`config.mk`:
```
export PLATFORM = sky130hd
export DESIGN_NAME = dmem_arbiter_flat
export DESIGN_NICKNAME = d
export VERILOG_FILES = /design/src/rtl/dmem_arbiter_pkg.sv /design/src/rtl/dmem_arbiter_if.sv /design/src/rtl/dmem_arbiter_rd_return_router.sv /design/src/rtl/dmem_arbiter.sv /design/src/flat_wrapper.sv
export SDC_FILE = /design/constraint.sdc
export NUM_CORES = 1
export LEC_CHECK = 0
export CAP_MARGIN = 15
export CORE_AREA = 2 2 116 118
export DETAILED_ROUTE_END_ITERATION = 8
export DIE_AREA = 0 0 118 120
export SLEW_MARGIN = 30
export SYNTH_ARGS = -nofsm -noshare
export SYNTH_HDL_FRONTEND = slang
export SYNTH_SLANG_ARGS = --single-unit
export TNS_END_PERCENT = 1
```
`constraint.sdc`:
```
create_clock -name clk -period 2.3 [get_ports clk]
set_input_delay 0.46 -clock clk [delete_from_list [all_inputs] [get_ports clk]]
set_output_delay 0.46 -clock clk [all_outputs]
set_load 0.02 [all_outputs]
```
`src/rtl/dmem_arbiter_pkg.sv`:
```
// Shared types for the data-memory arbiter: FSM state and read-return owner tag.
package dmem_arbiter_pkg;

  typedef enum logic {
    ARB    = 1'b0,
    LOCKED = 1'b1
  } arb_state_e;

  typedef enum logic [1:0] {
    OWN_NONE = 2'd0,
    OWN_CPU  = 2'd1,
    OWN_DMA  = 2'd2
  } owner_e;

endpackage

```
`src/rtl/dmem_arbiter_if.sv`:
```
// Requester and memory-side signal bundle around the data-memory arbiter.
interface dmem_arbiter_if #(
  parameter int unsigned ADDR_W = 32,
  parameter int unsigned DATA_W = 32
);
  logic              cpu_req;
  logic              cpu_we;
  logic [ADDR_W-1:0] cpu_addr;
  logic [DATA_W-1:0] cpu_wdata;
  logic              cpu_gnt;
  logic              cpu_rvalid;
  logic [DATA_W-1:0] cpu_rdata;

  logic              dma_req;
  logic              dma_we;
  logic [ADDR_W-1:0] dma_addr;
  logic [DATA_W-1:0] dma_wdata;
  logic              dma_lock;
  logic              dma_gnt;
  logic              dma_rvalid;
  logic [DATA_W-1:0] dma_rdata;

  logic              mem_en;
  logic              mem_we;
  logic [ADDR_W-1:0] mem_addr;
  logic [DATA_W-1:0] mem_wdata;
  logic [DATA_W-1:0] mem_rdata;

  // Arbiter side.
  modport slave (
    input  cpu_req, cpu_we, cpu_addr, cpu_wdata,
    output cpu_gnt, cpu_rvalid, cpu_rdata,
    input  dma_req, dma_we, dma_addr, dma_wdata, dma_lock,
    output dma_gnt, dma_rvalid, dma_rdata,
    output mem_en, mem_we, mem_addr, mem_wdata,
    input  mem_rdata
  );

  // Requesters plus memory model side.
  modport master (
    output cpu_req, cpu_we, cpu_addr, cpu_wdata,
    input  cpu_gnt, cpu_rvalid, cpu_rdata,
    output dma_req, dma_we, dma_addr, dma_wdata, dma_lock,
    input  dma_gnt, dma_rvalid, dma_rdata,
    input  mem_en, mem_we, mem_addr, mem_wdata,
    output mem_rdata
  );
endinterface

```
`src/rtl/dmem_arbiter_rd_return_router.sv`:
```
// Remembers who won a read and steers the returning memory data back to it.
module rd_return_router
  import dmem_arbiter_pkg::*;
#(
  parameter int unsigned DATA_W = 32
) (
  input  logic              clk,
  input  logic              reset,
  input  logic              cpu_rd,
  input  logic              dma_rd,
  input  logic [DATA_W-1:0] mem_rdata,
  output logic              cpu_rvalid_c,
  output logic [DATA_W-1:0] cpu_rdata_c,
  output logic              dma_rvalid_c,
  output logic [DATA_W-1:0] dma_rdata_c
);

  owner_e owner_q;
  owner_e owner_d;

  // Tag the winner of this cycle's read; at most one of cpu_rd/dma_rd is set.
  always_comb begin
    owner_d = OWN_NONE;
    if (cpu_rd) begin
      owner_d = OWN_CPU;
    end else if (dma_rd) begin
      owner_d = OWN_DMA;
    end
  end

  // Owner tag register; reset discards any read still in flight.
  always_ff @(posedge clk or posedge reset) begin
    if (reset) begin
      owner_q <= OWN_NONE;
    end else begin
      owner_q <= owner_d;
    end
  end

  assign cpu_rvalid_c = (owner_q == OWN_CPU);
  assign dma_rvalid_c = (owner_q == OWN_DMA);
  assign cpu_rdata_c  = cpu_rvalid_c ? mem_rdata : '0;
  assign dma_rdata_c  = dma_rvalid_c ? mem_rdata : '0;

endmodule

```
`src/rtl/dmem_arbiter.sv`:
```
// Shares the single-ported data memory between the CPU and a DMA/debug port.
module dmem_arbiter
  import dmem_arbiter_pkg::*;
#(
  parameter int unsigned ADDR_W     = 32,
  parameter int unsigned DATA_W     = 32,
  parameter int unsigned STARVE_MAX = 4
) (
  input logic           clk,
  input logic           reset,
  dmem_arbiter_if.slave bus
);

  localparam int unsigned CNT_W = $clog2(STARVE_MAX + 1);
  localparam logic [CNT_W-1:0] STARVE_LIM = CNT_W'(STARVE_MAX);

  arb_state_e       state_q;
  arb_state_e       state_d;
  logic [CNT_W-1:0] starve_q;
  logic [CNT_W-1:0] starve_d;
  logic             cpu_gnt_c;
  logic             dma_gnt_c;

  // State and starvation counter registers.
  always_ff @(posedge clk or posedge reset) begin
    if (reset) begin
      state_q  <= ARB;
      starve_q <= '0;
    end else begin
      state_q  <= state_d;
      starve_q <= starve_d;
    end
  end

  // Grant decision and next state; a dropped DMA request releases the lock at once.
  always_comb begin
    state_d   = state_q;
    cpu_gnt_c = 1'b0;
    dma_gnt_c = 1'b0;
    if (!reset) begin
      unique case (state_q)
        ARB: begin
          if (bus.cpu_req && !(bus.dma_req && (starve_q == STARVE_LIM))) begin
            cpu_gnt_c = 1'b1;
          end else if (bus.dma_req) begin
            dma_gnt_c = 1'b1;
          end
        end
        LOCKED: begin
          if (bus.dma_req) begin
            dma_gnt_c = 1'b1;
          end else begin
            state_d   = ARB;
            cpu_gnt_c = bus.cpu_req;
          end
        end
      endcase
      if (dma_gnt_c) begin
        state_d = bus.dma_lock ? LOCKED : ARB;
      end
    end
  end

  // Count consecutive DMA losses, saturating at the forcing threshold.
  always_comb begin
    starve_d = starve_q;
    if (!bus.dma_req || dma_gnt_c) begin
      starve_d = '0;
    end else if (starve_q != STARVE_LIM) begin
      starve_d = starve_q + CNT_W'(1);
    end
  end

  // Steer the winner onto the memory port; idle drives zeros.
  always_comb begin
    bus.mem_we    = 1'b0;
    bus.mem_addr  = '0;
    bus.mem_wdata = '0;
    if (cpu_gnt_c) begin
      bus.mem_we    = bus.cpu_we;
      bus.mem_addr  = bus.cpu_addr;
      bus.mem_wdata = bus.cpu_wdata;
    end else if (dma_gnt_c) begin
      bus.mem_we    = bus.dma_we;
      bus.mem_addr  = bus.dma_addr;
      bus.mem_wdata = bus.dma_wdata;
    end
  end

  assign bus.mem_en  = cpu_gnt_c | dma_gnt_c;
  assign bus.cpu_gnt = cpu_gnt_c;
  assign bus.dma_gnt = dma_gnt_c;

  rd_return_router #(
    .DATA_W(DATA_W)
  ) u_rd_return_router (
    .clk         (clk),
    .reset       (reset),
    .cpu_rd      (cpu_gnt_c & ~bus.cpu_we),
    .dma_rd      (dma_gnt_c & ~bus.dma_we),
    .mem_rdata   (bus.mem_rdata),
    .cpu_rvalid_c(bus.cpu_rvalid),
    .cpu_rdata_c (bus.cpu_rdata),
    .dma_rvalid_c(bus.dma_rvalid),
    .dma_rdata_c (bus.dma_rdata)
  );

endmodule

```
`src/flat_wrapper.sv`:
```
// flat-port wrapper written by rule: the top's interface ports become plain ports
module dmem_arbiter_flat import dmem_arbiter_pkg::*;
#(
  parameter int unsigned ADDR_W     = 32,
  parameter int unsigned DATA_W     = 32,
  parameter int unsigned STARVE_MAX = 4
)
  (clk, reset, bus_cpu_req, bus_cpu_we, bus_cpu_addr, bus_cpu_wdata, bus_cpu_gnt, bus_cpu_rvalid, bus_cpu_rdata, bus_dma_req, bus_dma_we, bus_dma_addr, bus_dma_wdata, bus_dma_lock, bus_dma_gnt, bus_dma_rvalid, bus_dma_rdata, bus_mem_en, bus_mem_we, bus_mem_addr, bus_mem_wdata, bus_mem_rdata);
  dmem_arbiter_if #(.ADDR_W(ADDR_W), .DATA_W(DATA_W)) bus_i ();
  input logic clk;
  input logic reset;
  input wire logic [$bits(bus_i.cpu_req)-1:0] bus_cpu_req;
  input wire logic [$bits(bus_i.cpu_we)-1:0] bus_cpu_we;
  input wire logic [$bits(bus_i.cpu_addr)-1:0] bus_cpu_addr;
  input wire logic [$bits(bus_i.cpu_wdata)-1:0] bus_cpu_wdata;
  output wire logic [$bits(bus_i.cpu_gnt)-1:0] bus_cpu_gnt;
  output wire logic [$bits(bus_i.cpu_rvalid)-1:0] bus_cpu_rvalid;
  output wire logic [$bits(bus_i.cpu_rdata)-1:0] bus_cpu_rdata;
  input wire logic [$bits(bus_i.dma_req)-1:0] bus_dma_req;
  input wire logic [$bits(bus_i.dma_we)-1:0] bus_dma_we;
  input wire logic [$bits(bus_i.dma_addr)-1:0] bus_dma_addr;
  input wire logic [$bits(bus_i.dma_wdata)-1:0] bus_dma_wdata;
  input wire logic [$bits(bus_i.dma_lock)-1:0] bus_dma_lock;
  output wire logic [$bits(bus_i.dma_gnt)-1:0] bus_dma_gnt;
  output wire logic [$bits(bus_i.dma_rvalid)-1:0] bus_dma_rvalid;
  output wire logic [$bits(bus_i.dma_rdata)-1:0] bus_dma_rdata;
  output wire logic [$bits(bus_i.mem_en)-1:0] bus_mem_en;
  output wire logic [$bits(bus_i.mem_we)-1:0] bus_mem_we;
  output wire logic [$bits(bus_i.mem_addr)-1:0] bus_mem_addr;
  output wire logic [$bits(bus_i.mem_wdata)-1:0] bus_mem_wdata;
  input wire logic [$bits(bus_i.mem_rdata)-1:0] bus_mem_rdata;
  assign bus_i.cpu_req = bus_cpu_req;
  assign bus_i.cpu_we = bus_cpu_we;
  assign bus_i.cpu_addr = bus_cpu_addr;
  assign bus_i.cpu_wdata = bus_cpu_wdata;
  assign bus_cpu_gnt = bus_i.cpu_gnt;
  assign bus_cpu_rvalid = bus_i.cpu_rvalid;
  assign bus_cpu_rdata = bus_i.cpu_rdata;
  assign bus_i.dma_req = bus_dma_req;
  assign bus_i.dma_we = bus_dma_we;
  assign bus_i.dma_addr = bus_dma_addr;
  assign bus_i.dma_wdata = bus_dma_wdata;
  assign bus_i.dma_lock = bus_dma_lock;
  assign bus_dma_gnt = bus_i.dma_gnt;
  assign bus_dma_rvalid = bus_i.dma_rvalid;
  assign bus_dma_rdata = bus_i.dma_rdata;
  assign bus_mem_en = bus_i.mem_en;
  assign bus_mem_we = bus_i.mem_we;
  assign bus_mem_addr = bus_i.mem_addr;
  assign bus_mem_wdata = bus_i.mem_wdata;
  assign bus_i.mem_rdata = bus_mem_rdata;
  dmem_arbiter #(.ADDR_W(ADDR_W), .DATA_W(DATA_W), .STARVE_MAX(STARVE_MAX)) u_core (.clk(clk), .reset(reset), .bus(bus_i));
endmodule
```
==> results summary, run 1 <==
The maximum clock path buffer count came out at 2. The placed instance area is 0.004705 mm². The max capacitance violation total came out at 0. The number of clock sinks is 6. Based on the critical path, the design can be clocked at up to 431.8 MHz.

The iteration-0 DRC count of the detailed router is 71. The post-synth net total is 349. The cell chosen for the clock root is sky130_fd_sc_hd__clkbuf_16. The required time at the endpoint of the critical path came out at 1.84 ns. The average routed wire per standard cell came out at 16.48 µm. The number of warning messages in the yosys log came out at 0. The category of cells accounting for the largest share of critical-path delay is buffers and inverters.

The final number of hold-violating endpoints was 0. The cell seen most often among critical-path stages is sky130_fd_sc_hd__buf_6. Wires add up to 10890 µm. The worst setup path is of the reg2out kind. The time the worst path needs with I/O delays and setup came out at 2.316 ns. The commonest cells after synthesis are sky130_fd_sc_hd__a22o_1 (66), sky130_fd_sc_hd__and2_1 (64), sky130_fd_sc_hd__clkbuf_1 (9). TritonCTS built the clock tree. The count of distinct cell types in the synthesized netlist came out at 21. Power spread over the standard cell area amounts to 273.6 mW/mm².

The layout net count is 656. The first detailed-routing pass took 4 iterations. The share of Yosys cell area claimed by the top area cell type came out at 40.60%. The total track usage came out at 14.27%.

Among all flip-flop cells after synthesis, the most frequent one is sky130_fd_sc_hd__dfrtp_1. The setup slack after layout is -0.01592 ns. sky130_fd_sc_hd__a22o_1 takes more of the synthesized area than any other cell.

The number of antenna violations at the first check in global routing came to 0. The number of global-route vias before repair came to 2840. The post-synthesis async set-or-reset flop share came out at 100.0%. The detailed-route via count is 2672. The vertical die dimension is 120 µm. The first global-routing pass estimated 15920 µm of wire.

The hold buffer count at cts came out at 0. STA puts the critical path data arrival time at 1.86 ns. CTS built an H-tree with a depth of 1.

The signal on the critical path passes through inv_2 > ha_4 > a21oi_4 > a211oi_4 > buf_6 > buf_12 > a22o_1 > buf_6. The final-report setup violation count is 4. The count of unresolved DRC violations after routing came out at 0. The cell area that synthesis handed to floorplanning was 0.001424 mm². The number of diodes added for antenna fixing came out at 0. The horizontal die dimension came out at 118 µm.

The reported leakage power is 2.067 nW. The row count came out at 42. The source-to-sink clock delay at the later pin of the worst-skew pair is 0.23 ns.

The flip-flop and latch count after synthesis came out at 6. The startpoint identified for the worst register-to-register timing path is u_core.starve_q[1]$_DFFE_PP0P_. The share of the yosys chip area belonging to registers came out at 10.54%. The core area came out at 0.01298 mm². The delay of the slowest cell on the worst path came out at 0.38 ns. The period utilization is 100.7%.

Setup repair after global routing could not meet its margin everywhere. Dividing the synthesized area by the synthesized cell count gives 7.910 µm². The largest voltage drop on the vdd net came out at 184.6 µV.

The flow ran to the end, but the final reports show violations. The pin count of the biggest net entering global routing is 35. Tracing the worst setup path back leads to its startpoint at u_core.starve_q[1]$_DFFE_PP0P_. The cell type of the slowest stage on the worst timing path is sky130_fd_sc_hd__dfrtp_1.

The worst setup skew after layout is 0.002472 ns. Compared with the post-synthesis result, the final layout area differs by 249.3%. The worst setup path is captured at a primary output. The number of flops mapped to enable cells by yosys is 0.

The final-layout setup total negative slack is -0.02422 ns. Routability-driven placement finished with a final weighted congestion of 0.7879. The share of final-layout standard cells stronger than drive strength 1 came out at 20.62%. The clock buffer count from CTS is 3. sky130_fd_sc_hd__a22o_1 is the most common cell in the netlist. Fill cells in the final layout number 1338. The die outline area is 0.01416 mm². The routed via count divided by cell count came out at 4.042. The number of placed cells counting well taps is 652. The min-delay analysis places its worst path in the category in2async. The number of pins with negative max-slew slack in the final report came out at 0.

The worst hold slack is 0.4535 ns. Summed over all layers, the global routing overflow is 0. The critical-path maximum fanout came out at 18. The final instance area came out at 0.004974 mm².

The initial standard-cell utilization of the core came out at 10.97%. The post-CTS clock slew at the launch and capture registers of the worst setup and hold paths came out at 0.03 ns. The worst setup path is launched from a register. The count of boundary I/O pins is 301.

After synthesis, the cell types taking the most area are sky130_fd_sc_hd__a22o_1 (41%), sky130_fd_sc_hd__and2_1 (28%), sky130_fd_sc_hd__dfrtp_1 (11%). The total half-perimeter wirelength after legalization and detailed placement came out at 9143 µm. The detail route stage leaves a number of antenna-violating nets equal to 0. The port buffer count is 300.

In this run the tightest slew margin relative to its limit is 83.85%. For this run, the number of standard cells in the final layout without fillers is 661. The checks that failed: setup timing.

The pre-CTS setup slack is -0.5571 ns. The number of instances in the synthesized netlist is 180. The slew at the pin closest to its max-slew limit came out at 0.2415 ns. The critical path contains buffers and inverters numbering 4 combined.
==> worst reg2reg max path, cell delays in order, from the launching register on <==
cell,delay [ns]
sky130_fd_sc_hd__dfrtp_1,0.35
sky130_fd_sc_hd__inv_2,0.07
sky130_fd_sc_hd__ha_4,0.17
sky130_fd_sc_hd__a21oi_4,0.20
sky130_fd_sc_hd__a211oi_4,0.09
sky130_fd_sc_hd__buf_6,0.14
sky130_fd_sc_hd__buf_16,0.15
sky130_fd_sc_hd__a22o_1,0.20
==> cell families after synthesis <==
group	count (synthesis)	share of synthesized area, %
buffers and inverters	24	10.37
AOI/OAI and AO/OA	72	44.73
and+or+nand+nor	76	32.60
DFF	6	10.54
adders and majority gates	2	1.757
==> path summary, 6_finish.rpt <==
check / to / slack, ns / cells past startpoint
setup / recovery: bus_mem_addr[7] / -0.02 / 8
hold / removal: u_core.starve_q[2]$_DFFE_PP0P_ / 0.45 / 3
setup reg to reg: u_core.state_q$_DFFE_PP0N_ / 0.81 / 7
hold reg to reg: u_core.starve_q[0]$_DFFE_PP0P_ / 0.60 / 3
max in group asynchronous: u_core.u_rd_return_router.owner_q[1]$_DFF_PP0_ / 1.73 / 3
min in group clk: u_core.starve_q[0]$_DFFE_PP0P_ / 0.60 / 3
==> cells in the final DEF, fill, tap and decap left out, drive strengths merged <==
cell type | netlist | final
clkdlybuf4s50 | 0 | 229
buf | 11 | 88
a22o | 66 | 66
and2 | 64 | 64
dfrtp | 6 | 6
inv | 4 | 4
nand3 | 3 | 3
nor2b | 3 | 3
clkbuf | 9 | 3
dlygate4sd2 | 0 | 3
nand2 | 2 | 2
ha | 2 | 2
clkdlybuf4s15 | 0 | 2
a21oi | 1 | 1
a211oi | 1 | 1
o22ai | 1 | 1
o32ai | 1 | 1
o211a | 1 | 1
or2 | 1 | 1
and2b | 1 | 1
nor2 | 1 | 1
o21ai | 1 | 1
nor3 | 1 | 1
==> power breakdown <==
group | switching (mW) | internal (mW) | leakage [nW] | total, mW
sequential | 0.00590 | 0.113 | 0.0804 | 0.119
clock | 0.0582 | 0.223 | 0.0370 | 0.281
combinational | 0.382 | 0.578 | 1.95 | 0.960
total | 0.446 | 0.915 | 2.07 | 1.36
==> routing by layer <==
metal,vias up,share of wire (%),wire length (µm),global-route usage [%]
met5,-,0,0,0
met4,0,1.8,197,3.840
met3,12,9.7,1053,4.278
met2,189,54,5872,28.45
met1,1190,35,3769,14.19
li1,1281,-,-,-
==> per-stage QoR <==
stage | total power, mW | utilization, %
finish | 1.361 | 38.32
global route | 1.417 | 38.32
CTS | 1.277 | 35.59
detailed placement | 1.023 | 36.24
global placement | 1.011 | 36.24
floorplan | 0.4398 | -
==> registers in the layout, indices dropped and copies added, names as in the netlist <==
name / flops
u_core.starve_q: 3
u_core.state_q: 1
u_core.u_rd_return_router.owner_q: 2
==> area by class of cell <==
cell class,instances,area (µm²),area share (%)
repair buffers,322,3357,67.50
well taps,176,220.2,4.428
multi-input cells,150,1156,23.25
inverters,4,15.01,0.3019
clock buffers,3,75.07,1.509
flip-flops and latches,6,150.1,3.019
==> repair_timing <==
| action | 4_1_cts | 5_1_grt |
|---|---|---|
| cloned | 3 | 0 |
| setup endpoints to repair | 68 | 68 |
| pin swaps | 3 | 52 |
| endpoints found under the hold margin | 0 | 0 |
| gates resized for setup | 283 | 116 |
| setup buffers | 3 | 0 |
Note: power is estimated with default switching activity, not from simulation.
==> run 2: changes to the inputs <==
--- a/config.mk
+++ b/config.mk
@@ -7,6 +7,7 @@
 export LEC_CHECK = 0
 export CAP_MARGIN = 15
 export CORE_AREA = 2 2 116 118
+export CTS_CLUSTER_DIAMETER = 100
 export DETAILED_ROUTE_END_ITERATION = 8
 export DIE_AREA = 0 0 118 120
 export SLEW_MARGIN = 30
==> results of run 2 <==
The final DEF is identical to that of run 1; final timing and power are the same.
